File: src/rtl/layer_backward_if.sv
// Bundle of the layer_backward data/handshake signals.
//   master : the side that launches a pass (drives start, x, y, w, dy)
//   slave  : the backward layer itself (drives dx, dw, db, busy, done)
// Vector layout: element k of an N-vector at [k*16 +: 16]; matrix element
// [i][j] of an NxN matrix at [((i*N)+j)*16 +: 16].
interface layer_backward_if #(
    parameter int N = 4
);
    logic                  start;
    logic [N*16-1:0]       x;
    logic [N*16-1:0]       y;
    logic [N*N*16-1:0]     w;
    logic [N*16-1:0]       dy;
    logic [N*16-1:0]       dx;
    logic [N*N*16-1:0]     dw;
    logic [N*16-1:0]       db;
    logic                  busy;
    logic                  done;

    modport master (
        output start, x, y, w, dy,
        input  dx, dw, db, busy, done
    );

    modport slave (
        input  start, x, y, w, dy,
        output dx, dw, db, busy, done
    );
endinterface

File: src/rtl/layer_backward.sv
// Backward pass of a square dense layer (N inputs, N outputs) using one
// time-multiplexed 16x16 multiplier.
//   clk  : rising-edge clock
//   rst  : synchronous active-high reset (aborts any pass in flight)
//   bus  : layer_backward_if slave modport
//          start  - one-cycle launch pulse, only honoured in IDLE
//          x,y,w,dy - forward input, forward output, weights, upstream gradient
//          dx     - dL/dx_j = sum_i W[i][j]*g_i
//          dw     - dL/dW[i][j] = g_i*x_j
//          db     - dL/db_i = g_i
//          busy   - high in LOAD, DX and DW
//          done   - one-cycle pulse once dx, dw, db are all valid
// g_i is dy_i, masked to zero where y_i <= 0 when RELU is set.
// All values are signed Q(15-FRAC).FRAC; results are shifted arithmetically
// (floor) by FRAC and saturated to 16 bits.
module layer_backward #(
    parameter int N    = 4,
    parameter int RELU = 0,
    parameter int FRAC = 8
) (
    input  logic            clk,
    input  logic            rst,
    layer_backward_if.slave bus
);
    localparam int IW   = (N > 1) ? $clog2(N) : 1;
    // Sum of N full 32-bit products plus a sign-headroom bit.
    localparam int ACCW = 32 + $clog2(N) + 1;
    localparam logic [IW-1:0] LAST = IW'(N - 1);
    localparam logic signed [ACCW-1:0] SAT_MAX = ACCW'(32767);
    localparam logic signed [ACCW-1:0] SAT_MIN = ~SAT_MAX;

    typedef enum logic [2:0] {
        ST_IDLE,
        ST_LOAD,
        ST_DX,
        ST_DW,
        ST_FIN
    } state_t;

    state_t                 state_reg;
    logic [IW-1:0]          i_reg;
    logic [IW-1:0]          j_reg;
    logic signed [ACCW-1:0] acc_reg;
    logic                   busy_reg;
    logic                   done_reg;

    // Private copies of the operands so the caller may change inputs
    // as soon as start has been accepted.
    logic signed [15:0] x_q  [N];
    logic signed [15:0] y_q  [N];
    logic signed [15:0] dy_q [N];
    logic signed [15:0] w_q  [N][N];
    logic signed [15:0] g_reg [N];

    logic signed [15:0] dx_reg [N];
    logic signed [15:0] db_reg [N];
    logic signed [15:0] dw_reg [N][N];

    logic signed [15:0] g_next [N];

    // Shared multiplier: DX uses W[i][j]*g_i, DW uses x_j*g_i.
    logic signed [15:0]     mul_a;
    logic signed [15:0]     mul_b;
    logic signed [31:0]     mul_p;
    logic signed [ACCW-1:0] mul_ext;
    logic signed [ACCW-1:0] acc_sum;

    function automatic logic signed [15:0] sat16(input logic signed [ACCW-1:0] v);
        logic signed [ACCW-1:0] sh;
        sh = v >>> FRAC;
        if (sh > SAT_MAX) begin
            return 16'sh7fff;
        end else if (sh < SAT_MIN) begin
            return 16'sh8000;
        end else begin
            return sh[15:0];
        end
    endfunction

    always_comb begin
        mul_a   = (state_reg == ST_DW) ? x_q[j_reg] : w_q[i_reg][j_reg];
        mul_b   = g_reg[i_reg];
        mul_p   = $signed(32'(mul_a)) * $signed(32'(mul_b));
        mul_ext = $signed(ACCW'(mul_p));
        acc_sum = acc_reg + mul_ext;
    end

    genvar gi;
    genvar gj;
    generate
        for (gi = 0; gi < N; gi++) begin : g_vec
            // ReLU derivative: zero where the forward output was not positive.
            assign g_next[gi] = ((RELU != 0) && (y_q[gi][15] || (y_q[gi] == 16'sd0)))
                                ? 16'sd0 : dy_q[gi];
            assign bus.dx[gi*16 +: 16] = dx_reg[gi];
            assign bus.db[gi*16 +: 16] = db_reg[gi];
            for (gj = 0; gj < N; gj++) begin : g_mat
                assign bus.dw[((gi*N)+gj)*16 +: 16] = dw_reg[gi][gj];
            end
        end
    endgenerate

    assign bus.busy = busy_reg;
    assign bus.done = done_reg;

    always_ff @(posedge clk) begin
        if (rst) begin
            state_reg <= ST_IDLE;
            i_reg     <= '0;
            j_reg     <= '0;
            acc_reg   <= '0;
            busy_reg  <= 1'b0;
            done_reg  <= 1'b0;
            for (int k = 0; k < N; k++) begin
                x_q[k]    <= '0;
                y_q[k]    <= '0;
                dy_q[k]   <= '0;
                g_reg[k]  <= '0;
                dx_reg[k] <= '0;
                db_reg[k] <= '0;
                for (int m = 0; m < N; m++) begin
                    w_q[k][m]    <= '0;
                    dw_reg[k][m] <= '0;
                end
            end
        end else begin
            done_reg <= 1'b0;
            case (state_reg)
                ST_IDLE: begin
                    if (bus.start) begin
                        for (int k = 0; k < N; k++) begin
                            x_q[k]  <= bus.x[k*16 +: 16];
                            y_q[k]  <= bus.y[k*16 +: 16];
                            dy_q[k] <= bus.dy[k*16 +: 16];
                            for (int m = 0; m < N; m++) begin
                                w_q[k][m] <= bus.w[((k*N)+m)*16 +: 16];
                            end
                        end
                        busy_reg  <= 1'b1;
                        state_reg <= ST_LOAD;
                    end
                end
                ST_LOAD: begin
                    for (int k = 0; k < N; k++) begin
                        g_reg[k]  <= g_next[k];
                        db_reg[k] <= g_next[k];
                    end
                    acc_reg   <= '0;
                    i_reg     <= '0;
                    j_reg     <= '0;
                    state_reg <= ST_DX;
                end
                ST_DX: begin
                    // Column j accumulates over rows i; the final product is
                    // folded in combinationally so no extra drain cycle is needed.
                    if (i_reg == LAST) begin
                        dx_reg[j_reg] <= sat16(acc_sum);
                        acc_reg       <= '0;
                        i_reg         <= '0;
                        if (j_reg == LAST) begin
                            j_reg     <= '0;
                            state_reg <= ST_DW;
                        end else begin
                            j_reg <= j_reg + IW'(1);
                        end
                    end else begin
                        acc_reg <= acc_sum;
                        i_reg   <= i_reg + IW'(1);
                    end
                end
                ST_DW: begin
                    dw_reg[i_reg][j_reg] <= sat16(mul_ext);
                    if (j_reg == LAST) begin
                        j_reg <= '0;
                        if (i_reg == LAST) begin
                            i_reg     <= '0;
                            busy_reg  <= 1'b0;
                            done_reg  <= 1'b1;
                            state_reg <= ST_FIN;
                        end else begin
                            i_reg <= i_reg + IW'(1);
                        end
                    end else begin
                        j_reg <= j_reg + IW'(1);
                    end
                end
                ST_FIN: begin
                    state_reg <= ST_IDLE;
                end
                default: begin
                    state_reg <= ST_IDLE;
                end
            endcase
        end
    end
endmodule

File: src/flat_wrapper.sv
// flat-port wrapper written by rule: the top's interface ports become plain ports
module layer_backward_flat 
#(
    parameter int N    = 4,
    parameter int RELU = 0,
    parameter int FRAC = 8
)
  (clk, rst, bus_start, bus_x, bus_y, bus_w, bus_dy, bus_dx, bus_dw, bus_db, bus_busy, bus_done);
  layer_backward_if #(.N(N)) bus_i ();
  input  logic clk;
  input  logic rst;
  input wire logic [$bits(bus_i.start)-1:0] bus_start;
  input wire logic [$bits(bus_i.x)-1:0] bus_x;
  input wire logic [$bits(bus_i.y)-1:0] bus_y;
  input wire logic [$bits(bus_i.w)-1:0] bus_w;
  input wire logic [$bits(bus_i.dy)-1:0] bus_dy;
  output wire logic [$bits(bus_i.dx)-1:0] bus_dx;
  output wire logic [$bits(bus_i.dw)-1:0] bus_dw;
  output wire logic [$bits(bus_i.db)-1:0] bus_db;
  output wire logic [$bits(bus_i.busy)-1:0] bus_busy;
  output wire logic [$bits(bus_i.done)-1:0] bus_done;
  assign bus_i.start = bus_start;
  assign bus_i.x = bus_x;
  assign bus_i.y = bus_y;
  assign bus_i.w = bus_w;
  assign bus_i.dy = bus_dy;
  assign bus_dx = bus_i.dx;
  assign bus_dw = bus_i.dw;
  assign bus_db = bus_i.db;
  assign bus_busy = bus_i.busy;
  assign bus_done = bus_i.done;
  layer_backward #(.N(N), .RELU(RELU), .FRAC(FRAC)) u_core (.clk(clk), .rst(rst), .bus(bus_i));
endmodule
File: config.mk
export PLATFORM = sky130hd
export DESIGN_NAME = layer_backward_flat
export DESIGN_NICKNAME = d
export VERILOG_FILES = /design/src/rtl/layer_backward_if.sv /design/src/rtl/layer_backward.sv /design/src/flat_wrapper.sv
export SDC_FILE = /design/constraint.sdc
export NUM_CORES = 2
export LEC_CHECK = 0
export ABC_AREA = 1
export CORE_AREA = 2 2 326 328
export CTS_CLUSTER_DIAMETER = 120
export DETAILED_ROUTE_END_ITERATION = 8
export DIE_AREA = 0 0 328 330
export PLACE_DENSITY = 0.7
export SYNTH_ARGS = -nofsm -noshare
export SYNTH_HDL_FRONTEND = slang
export SYNTH_SLANG_ARGS = --single-unit
File: constraint.sdc
create_clock -name clk -period 14.4 [get_ports clk]
set_input_delay 1.44 -clock clk [delete_from_list [all_inputs] [get_ports clk]]
set_output_delay 1.44 -clock clk [all_outputs]
set_load 0.01 [all_outputs]
-- Word-level counts from Yosys, hierarchy flattened
Memories as Yosys holds them, arrays and structs flattened. A register that Yosys moved wholly into a read port is not among the register bits.
Cells that the tools add are included.
- add/sub/neg operators: 3
- multiply operators: 1
- order comparisons: 6
- equality and inequality tests: 10
- muxes and demuxes: 93
- bitwise gates (word level): 35
- reductions and logical operators: 12
- operator list (cell ; count):
    $mux 16 ; 46
    $mux 64 ; 3
    $pmux 35 s2 ; 1
    $reduce_or 64->1 ; 1
    $add 35x32->35 ; 1
    $mux 35 ; 1
    $bmux 16 s2 ; 1
    $demux 16 s2 ; 1
    $mul 16x16->32 ; 1
    $or 1x1->1 ; 32
    $gt 27x16->1 const B ; 1
    $lt 27x16->1 const B ; 1
    $gt 24x16->1 const B ; 1
    $lt 24x16->1 const B ; 1
    $mux 2 ; 12
    $mux 1 ; 19
    $reduce_or 16->1 ; 1
    $mux 3 ; 5
    $pmux 2 s3 ; 2
    $pmux 3 s4 ; 1
    $eq 3x2->1 const B ; 2
    $ne 2x2->1 const B ; 3
    $reduce_and 5->1 ; 1
    $add 2x1->2 const B ; 2
    other kinds (15) ; 20
- register bits after elaboration: 44
- bits in writable memories: 832
- input bits: 451
- output and inout bits: 386
- word-level logic and storage cells: 173
- memories kept: 7
- memories (name ; depth ; width ; read ports ; clocked after memory_dff ; wr ports ; RTL line ; text):
    u_core.dw_reg ; 4 ; 64 ; 4 ; 0 ; 4 ; layer_backward.sv:57 ; logic signed [15:0] dw_reg [N][N];
    u_core.w_q ; 4 ; 64 ; 1 ; 1 ; 4 ; layer_backward.sv:52 ; logic signed [15:0] w_q [N][N];
    u_core.db_reg ; 4 ; 16 ; 4 ; 0 ; 4 ; layer_backward.sv:56 ; logic signed [15:0] db_reg [N];
    u_core.dx_reg ; 4 ; 16 ; 4 ; 0 ; 4 ; layer_backward.sv:55 ; logic signed [15:0] dx_reg [N];
    u_core.dy_q ; 4 ; 16 ; 4 ; 0 ; 4 ; layer_backward.sv:51 ; logic signed [15:0] dy_q [N];
    u_core.g_reg ; 4 ; 16 ; 1 ; 1 ; 4 ; layer_backward.sv:53 ; logic signed [15:0] g_reg [N];
    1 more memories ; - ; - ; - ; - ; - ; - ;

-- Longest topological paths before layout
- depth after elaboration: 14
- depth in mapped cells: 54

-- Worst setup path before layout
OpenSTA, ideal clock, no wires.
- path type: input to register
- start: input rst
- end: memory u_core.dy_q[0][0] (enable)
- data arrival time: 8224 ps
- required time: 11607 ps
- setup slack: 3382 ps
- stages: 4
- buffers on the path: 2
- cell sequence: clkbuf_1 > clkinv_1 > clkbuf_1 > nand2_1
- RTL lines (what ; RTL line ; text):
    from (decl) ; flat_wrapper.sv:11 ; input logic rst;
    to (decl) ; layer_backward.sv:51 ;

==> results_dict.tcl <==
set metrics [dict create \
    yosysUniqueCellTypes 46 \
    relSlewSlack 0.124 \
    gp_congestion 0.977 \
    tightest_slew_ns 1.31 \
    first_pass_iters 6 \
    route.detailed.drc 0 \
    arrival_ns 12.59 \
    drive_above_1_share 0.0459 \
    synth_top_cell_by_area "edfxtp_1" \
    clock_latency_ns 0.70 \
    clock_sinks 816 \
    viasPerCell 5.17 \
    critPathMaxFanout 60 \
    cts_resized 0 \
    grt_overflow 0 \
    die_w_um 328 \
    required_ns 14.77 \
    cts_max_level 3 \
    synth_ff_type "edfxtp_1" \
    worstSetupStartpointType "flop" \
    grt_usage 0.270 \
    fmax_mhz 81.9 \
    avgRoutedWirePerCell_um 21.1 \
    synth.net_count 5787 \
    reg2reg_setup_slack_ns 2.19 \
    antenna_found_initial 24 \
    synth_edf_count 768 \
    dieArea_sq_um 108000 \
    netlist_area_sq_um 47200 \
    ant_nets 0 \
    io_pins 837 \
    hold_viol 0 \
    setup_viol 0 \
    ys_ff_latch 816 \
    synth.avg_cell_area_sq_um 9.53 \
    crit_path_end_kind "flop" \
    post-dp-hpwl_um 110000 \
    seq_area_sq_um 24000 \
    final.period_utilization 0.848 \
    hold_class "flop to flop" \
    hold-worst-slack_ns 0.469 \
    syn_inst 4946 \
    postCtsSetupRepairBufs 0 \
    synthArstFlopShare 0 \
    drv_cap 0 \
    initial_utilization 0.450 \
    coreArea_sq_um 105000 \
    crit_type "flop to flop" \
    outcome "completed" \
    slew_viol_final 0 \
    tns_ns 0 \
    synth_top_area_frac 0.489 \
    area_delta_synth_final_pct 24.9 \
    final_util 0.563 \
    grt_max_degree 224 \
    grt_pass1_wl_um 218000 \
    grt_pass1_vias 35900 \
    clk_pin_slew_ns 0.06 \
    stdcell_area_sq_um 58900 \
    tritoncts "yes" \
    period_minus_slack_ns 12.21 \
    seq_area_frac_synth 0.509 \
    cpPeakStageDelay_ns 0.84 \
    wl_um 150000 \
    crit_slowest_cell "dfxtp_2" \
    multi_input_area_sq_um 18400 \
    postCtsHoldBufs 0 \
    clk_path_buf_depth 3 \
    core.rowCount 119 \
    vias 36700 \
    die_h_um 330 \
    skew_ns 0.0441 \
    rsz0062_at_grt "no" \
    synth.yosys.warnings 0 \
    dpl_cell_area_sq_um 56000 \
    fillers 9082 \
    numPortBuffers 772 \
    fin_nets 6472 \
    dr.first_iter.drc_count 3245 \
    root_buffer "clkbuf_16" \
    cts_buffers 87 \
    ys_top_cells_by_area "edfxtp_1, fa_1, inv_1" \
]
==> synthesized netlist by cell type (all sizes together), types with 14 or more instances <==
library cell	n
a21oi	463
a32o	15
a32oi	14
buf	66
clkbuf	157
dfxtp	48
edfxtp	768
fa	263
ha	127
inv	971
nand2	755
nand3	61
nor2	864
nor3	47
o21ai	150
o21bai	16
o221ai	22
o22ai	14
o311ai	16
or2	18
xnor2	16
xor2	28
==> through the flow <==
step / std cells / worst slack (ns)
3_5_place_dp: 6933 / 2.17
4_1_cts: 7094 / 2.09
3_3_place_gp: 6933 / 2.18
2_1_floorplan: 4946 / 3.38
6_report: 7109 / 2.19
5_1_grt: 7106 / 1.37
==> worst max-delay path: cells and delay by family (launching register included) <==
kind / cells / cell delay [ns]
DFF: 1 / 0.84
xor gates and xnor gates: 1 / 0.44
adders and majority gates: 8 / 3.78
and+or+nand+nor: 16 / 3.00
buffers and inverters: 7 / 1.35
AOI/OAI and AO/OA: 8 / 2.40
==> final timing paths <==
path                                   startpoint              endpoint  cells after the start
worst max-delay path                         flop  u_core.dx_reg[2][11]                     40
worst min-delay path            u_core.acc_reg[7]     u_core.acc_reg[7]                      2
worst max register to register               flop  u_core.dx_reg[2][11]                     40
worst min register to register  u_core.acc_reg[7]     u_core.acc_reg[7]                      2
==> layout make-up <==
class                      count  area share
timing repair buffer         819       0.139
inverter                     984      0.0628
antenna                       15    0.000637
clock buffer                  98      0.0378
sequential                   816       0.408
clock inverter                63      0.0107
multi-input combinational   2923       0.312
tap                         1391      0.0296
==> cell usage in the layout, fill, tap and decap left out, types with 14 or more instances in the layout <==
cell / n
inv_1: 968
nor2_1: 861
clkdlybuf4s50_1: 772
edfxtp_1: 768
nand2_1: 723
a21oi_1: 441
fa_1: 263
o21ai_0: 149
ha_1: 127
clkbuf_16: 87
nand3_1: 59
nor3_1: 47
dfxtp_1: 46
buf_4: 40
clkinv_1: 35
xor2_1: 28
o221ai_1: 22
a21oi_2: 22
or2_2: 18
nand2_2: 17
xnor2_1: 16
o21bai_1: 16
diode_2: 15
a32o_1: 15
nand2_4: 15
clkinv_2: 15
o22ai_1: 14
==> logic make-up after synthesis <==
logic type | count (synthesis) | share of synthesized area
flip-flops | 816 | 0.509
AO/OA/AOI/OAI | 727 | 0.0870
adder cells (fa/ha/maj) | 390 | 0.145
XOR/XNOR | 44 | 0.00817
AND/OR/NAND/NOR | 1762 | 0.148
buffers and inverters | 1207 | 0.102
==> metal layers <==
| metal | vias up | wire [um] | track usage |
|---|---|---|---|
| li1 | 17100 | - | - |
| met1 | 17600 | 57200 | 0.331 |
| met2 | 1687 | 73300 | 0.460 |
| met3 | 327 | 12500 | 0.0585 |
| met4 | 20 | 6510 | 0.118 |
| met5 | - | 124 | 0 |
Power is left out: the tool's default activity adds up to more than one toggle a clock period on the data nets, which glitch-free logic cannot reach.
